<file path="src/rtl/dram_sched.sv">
// rtl/dram_sched.sv - DRAM cycle scheduler arbitrating FSB RAM accesses against CAS-before-RAS refresh
//
// Ports:
//   FCLK       in   FSB clock, rising-edge state updates
//   RES        in   asynchronous active-high reset
//   BACT       in   FSB bus cycle active
//   RAMCS      in   current bus cycle addresses DRAM (qualified by BACT)
//   RefReq     in   refresh due (level, held until RefAck)
//   RefUrgent  in   refresh overdue (level)
//   RefAck     out  one-cycle pulse when a refresh is accepted
//   RASEN      out  DRAM RAS enable (active high)
//   CASEN      out  DRAM CAS enable (active high)
//   RASel      out  0 = row address, 1 = column address
//   RAM_Ready  out  FSB RAM access may terminate
//   Busy       out  scheduler is not idle
module dram_sched #(
    parameter int unsigned TRCD = 1,
    parameter int unsigned TCAS = 2,
    parameter int unsigned TRP  = 2,
    parameter int unsigned TREF = 3
) (
    input  logic FCLK,
    input  logic RES,
    input  logic BACT,
    input  logic RAMCS,
    input  logic RefReq,
    input  logic RefUrgent,
    output logic RefAck,
    output logic RASEN,
    output logic CASEN,
    output logic RASel,
    output logic RAM_Ready,
    output logic Busy
);

    typedef enum logic [2:0] {
        S_IDLE,
        S_RAS,
        S_CAS,
        S_HOLD,
        S_REFC,
        S_REFR,
        S_PRE
    } state_t;

    localparam logic [2:0] L_TRCD = 3'(TRCD - 1);
    localparam logic [2:0] L_TCAS = 3'(TCAS - 1);
    localparam logic [2:0] L_TRP  = 3'(TRP - 1);
    localparam logic [2:0] L_TREF = 3'(TREF - 1);

    state_t     r_state;
    state_t     w_next;
    state_t     w_arb;
    logic [2:0] r_cnt;
    logic [2:0] w_cnt_load;
    logic       w_access;
    logic       w_cnt_zero;

    assign w_access   = BACT & RAMCS;
    assign w_cnt_zero = (r_cnt == 3'd0);

    // Idle arbitration: an overdue refresh beats an access, an access beats a
    // plain refresh request.
    always_comb begin
        w_arb = S_IDLE;
        if (RefUrgent) begin
            w_arb = S_REFC;
        end else if (w_access) begin
            w_arb = S_RAS;
        end else if (RefReq) begin
            w_arb = S_REFC;
        end
    end

    always_comb begin
        w_next = r_state;
        case (r_state)
            S_IDLE: w_next = w_arb;
            // A bus cycle dropped before HOLD (e.g. bus error) goes straight
            // to precharge; the FSB never sees RAM_Ready for it.
            S_RAS: begin
                if (!BACT) begin
                    w_next = S_PRE;
                end else if (w_cnt_zero) begin
                    w_next = S_CAS;
                end
            end
            S_CAS: begin
                if (!BACT) begin
                    w_next = S_PRE;
                end else if (w_cnt_zero) begin
                    w_next = S_HOLD;
                end
            end
            S_HOLD: begin
                if (!BACT) begin
                    w_next = S_PRE;
                end
            end
            S_REFC: w_next = S_REFR;
            S_REFR: begin
                if (w_cnt_zero) begin
                    w_next = S_PRE;
                end
            end
            // The last precharge cycle arbitrates in place of IDLE, so an
            // access held off by a refresh waits exactly 1+TREF+TRP cycles.
            S_PRE: begin
                if (w_cnt_zero) begin
                    w_next = w_arb;
                end
            end
            default: w_next = S_IDLE;
        endcase
    end

    always_comb begin
        w_cnt_load = 3'd0;
        case (w_next)
            S_RAS:   w_cnt_load = L_TRCD;
            S_CAS:   w_cnt_load = L_TCAS;
            S_REFR:  w_cnt_load = L_TREF;
            S_PRE:   w_cnt_load = L_TRP;
            default: w_cnt_load = 3'd0;
        endcase
    end

    always_ff @(posedge FCLK or posedge RES) begin
        if (RES) begin
            r_state <= S_IDLE;
            r_cnt   <= 3'd0;
        end else begin
            r_state <= w_next;
            if (w_next != r_state) begin
                r_cnt <= w_cnt_load;
            end else if (!w_cnt_zero) begin
                r_cnt <= r_cnt - 3'd1;
            end
        end
    end

    // Outputs decode the state register directly so an asynchronous reset
    // drops every strobe without waiting for a clock.
    assign RefAck    = (r_state == S_REFC);
    assign RASEN     = (r_state == S_RAS) || (r_state == S_CAS) ||
                       (r_state == S_HOLD) || (r_state == S_REFR);
    assign CASEN     = (r_state == S_CAS) || (r_state == S_HOLD) ||
                       (r_state == S_REFC) || (r_state == S_REFR);
    assign RASel     = (r_state == S_CAS) || (r_state == S_HOLD);
    assign RAM_Ready = (r_state == S_HOLD);
    assign Busy      = (r_state != S_IDLE);

endmodule

</file>
<file path="config.mk">
export PLATFORM = sky130hd
export DESIGN_NAME = dram_sched
export DESIGN_NICKNAME = d
export VERILOG_FILES = /design/src/rtl/dram_sched.sv
export SDC_FILE = /design/constraint.sdc
export NUM_CORES = 1
export LEC_CHECK = 0
export BUFFER_PORTS_ARGS = -buffer_cell sky130_fd_sc_hd__buf_2
export CORE_AREA = 5 5 42 44
export DETAILED_ROUTE_END_ITERATION = 16
export DIE_AREA = 0 0 47 49
export PLACE_DENSITY = 0.67
export RECOVER_POWER = 100
export SETUP_SLACK_MARGIN = 0.02
export SYNTH_ARGS = -nofsm -noshare
export SYNTH_HDL_FRONTEND = slang
export SYNTH_SLANG_ARGS = --single-unit
</file>
<file path="constraint.sdc">
create_clock -name FCLK -period 1.45 [get_ports FCLK]
set_clock_uncertainty 0.15 [all_clocks]
set_input_delay 0.145 -clock FCLK [delete_from_list [all_inputs] [get_ports FCLK]]
set_output_delay 0.145 -clock FCLK [all_outputs]
set_load 0.02 [all_outputs]
</file>
==> impl_metrics.ini <==
[synth]
yosys.cell_types.count = 34
synthAdderAreaFrac_pct = 4.415
synth_simple_gate_area_share_pct = 17.66
syn-num-nets = 77
syn_area_um2 = 566.8
postSynthCellCount = 69
synth_top_family_by_area = compound AO/OA/AOI/OAI gates
yosysSeqAreaShare_pct = 26.49
postSynthAreaPerCell_um2 = 8.214
ys_ff_latch = 6
synth_compound_area_share_pct = 31.79
synthMuxAreaShare_pct = 3.753
yosysWarningCount = 0
synth-xor-area-share_pct = 4.636

[worst_setup_path]
worstSetupPathType = reg2reg
crit_fanout = 7
cp_data_arrival_time_ns = 1.50
worstSetupStartpointType = flip-flop
crit_slowest_cell = dfrtp_1
critPathMaxStageDelay_ns = 0.38
cp_data_required_time_ns = 1.42
crit_chain = inv_2 -> ha_4 -> nor2b_4 -> nand3_2 -> o211ai_1 -> o21ai_1
crit_buf_inv = 1
critPathTopFamily = simple AND/OR/NAND/NOR gates
endpoint_kind = flip-flop

[clock_network]
cts_tree = yes
insertion_delay_ns = 0.25
clk_path_buf_depth = 2
cts_root_buf = clkbuf_4
cts_sinks = 6
htree_levels = 1
numCtsBuffers = 3
path_clk_slew_ns = 0.06

[floorplanning]
design.die.area_um2 = 2303
die_w_um = 47
ioPinCount = 12
core_area_um2 = 1401
die_height_um = 49
fp-row-count = 14
start_util_pct = 40.45

[power]
powerDensity_nw_per_um2 = 2809
p_int_uw = 1576
power_frac_clock_pct = 5.9
leakagePower_uw = 0.0004742
sw_frac_of_total_pct = 43.67
seqPwrFrac_pct = 14.5
irDropWorstVdd_mv = 1.858
p_switching_uw = 1222
p_comb_share_pct = 79.6
power_uw = 2798

[sta]
period_share_pct = 105.6
period_needed_ns = 1.532
relSlewSlack_pct = 81.96
rsz0062_at_grt = yes
slew_violations = 0
max_freq_mhz = 653.0
setup_viol = 10
tns_ns = -0.3418
setup_slack_ns = -0.08151
holdWs_ns = 0.1038
worstMarginPinSlew_ns = 0.2703
hold_viol_final = 0

[grt]
overflow = 0
track_usage_pct = 16.84
antenna_found_initial = 0
grt_pass1_vias = 695
grt_max_degree = 10
grt_pass1_wl_um = 2932

[detailed_routing]
postRouteAntennaNets = 0
top_layer = met4
wl_met3_um = 160
wl_met2_um = 1008
drc = 0
via_per_inst = 5.615
wl_per_cell_um = 15.80
met1_length_um = 721
via_count = 685
drt-pass1-iter-count = 4
drt_first_iter_violations = 17
wirelength_um = 1928

[outcome]
status = complete, but fails checks
violations = setup timing

[layout]
multi_input_area_um2 = 455.4
drive_gt1_share_pct = 64.15
area_growth_pct = 75.72
register_area_um2 = 153.9
antenna_cells = 0
final_cell_count_no_fill = 122
nNetsFinal = 116
fillCellCount = 115

[worst_hold_path]
worstHoldPathType = in2reg

[job]
maxCapViolCount = 0

[placement]
portBuffers = 11
dp_cells = 103
gp_congestion = 0.8228
hpwl_um = 1052
==> through the flow <==
step / area (um2) / util, % / setup slack, ns
6_report: 996.0 / 71.07 / -0.08151
5_1_grt: 996.0 / 71.07 / -0.1325
2_1_floorplan: 585.6 / - / 0.02355
4_1_cts: 925.9 / 66.07 / -0.03582
3_3_place_gp: 713.2 / 50.89 / -0.01466
3_5_place_dp: 713.2 / 50.89 / -0.04686
==> cells by family after synthesis <==
logic type      after synthesis
compound gates               27
xor+xnor                      3
fa+ha+maj                     2
buf+inv                      12
flops                         6
mux                           2
simple gates                 17
==> layout by cell type (no fill, tap or decap), types with 2 or more instances in the layout <==
master and count:
clkbuf_4 3, buf_4 22, nand3b_1 2, inv_1 2, o21ai_1 3, a22o_1 2, nor2_1 2, dfrtp_1 3
a21oi_1 4, nand2_4 2, buf_2 5, inv_2 5, dfrtp_2 3, nor3_1 2, o21ai_2 2, o21ai_0 4
buf_6 10, nor2b_4 2
==> worst min-delay path: stages <==
cell and delay (ns):
buf_2 0.16, inv_1 0.09, o21ai_1 0.07
==> path summary, 6_finish.rpt <==
check | start | to | slack [ns] | cells past startpoint
min in group asynchronous | RES | r_cnt[1] | 0.21 | 3
setup / recovery | r_cnt[0] | r_cnt[0] | -0.08 | 6
hold reg to reg | r_state[0] | r_cnt[0] | 0.54 | 2
setup reg to reg | r_cnt[0] | r_cnt[0] | -0.08 | 6
max in group asynchronous | RES | r_state[1] | 0.70 | 3
hold / removal | BACT | r_state[0] | 0.10 | 3
==> metal layers <==
| layer | global-route usage (%) | vias up |
|---|---|---|
| met5 | 0 | - |
| met1 | 20.76 | 327 |
| met4 | 4.608 | 0 |
| li1 | - | 316 |
| met3 | 4.059 | 4 |
| met2 | 28.05 | 38 |
==> Yosys cell counts (all sizes together) <==
cell type   n  share of area, %
a211o       1               1.5
a21oi       5               4.4
a22o        2               3.1
a22oi       1               2.2
a31oi       1               1.1
a32oi       1               1.5
and2        1               1.1
buf         5               6.6
dfrtp       6                26
ha          2               4.4
inv         7               4.6
mux2        1               2.0
mux2i       1               1.8
nand2       3               2.0
nand2b      2               3.5
nand3       1              0.88
nand3b      2               2.6
nor2        3               2.4
nor2b       3               3.3
nor3        2               1.8
o211ai      1               1.3
o21a        1               1.3
o21ai      10               8.8
o21ba       1               1.8
o21bai      1               1.3
o22ai       1               1.1
o31ai       1               2.2
xnor2       1               1.5
xor2        2               3.1
==> cell type report <==
class                      instances  share of cell area, %
multi-input combinational         51                  45.73
timing repair buffer              39                  31.91
sequential                         6                  15.45
inverter                           7                  2.638
clock buffer                       3                  2.261
tap                               16                  2.010
==> power by group through the flow <==
stage | clock network (uW) | registers (uW) | logic [uW]
2_1_floorplan | 0 | 321 | 1030
4_1_cts | 165 | 386 | 1960
3_5_place_dp | 0 | 406 | 1400
6_report | 166 | 405 | 2230
3_3_place_gp | 0 | 406 | 1360
5_1_grt | 180 | 413 | 2380
==> repair_timing <==
action	CTS	global route
hold buffers	1	0
pin swaps	7	12
setup buffers	14	2
setup endpoints to repair	12	11
resized for setup	27	12
endpoints found under the hold margin	6	0
==> state kept, by name, summed over array words and instances, names as in the netlist <==
register	count
r_cnt	3
r_state	3
No activity file was read; power rests on OpenSTA's default activity.
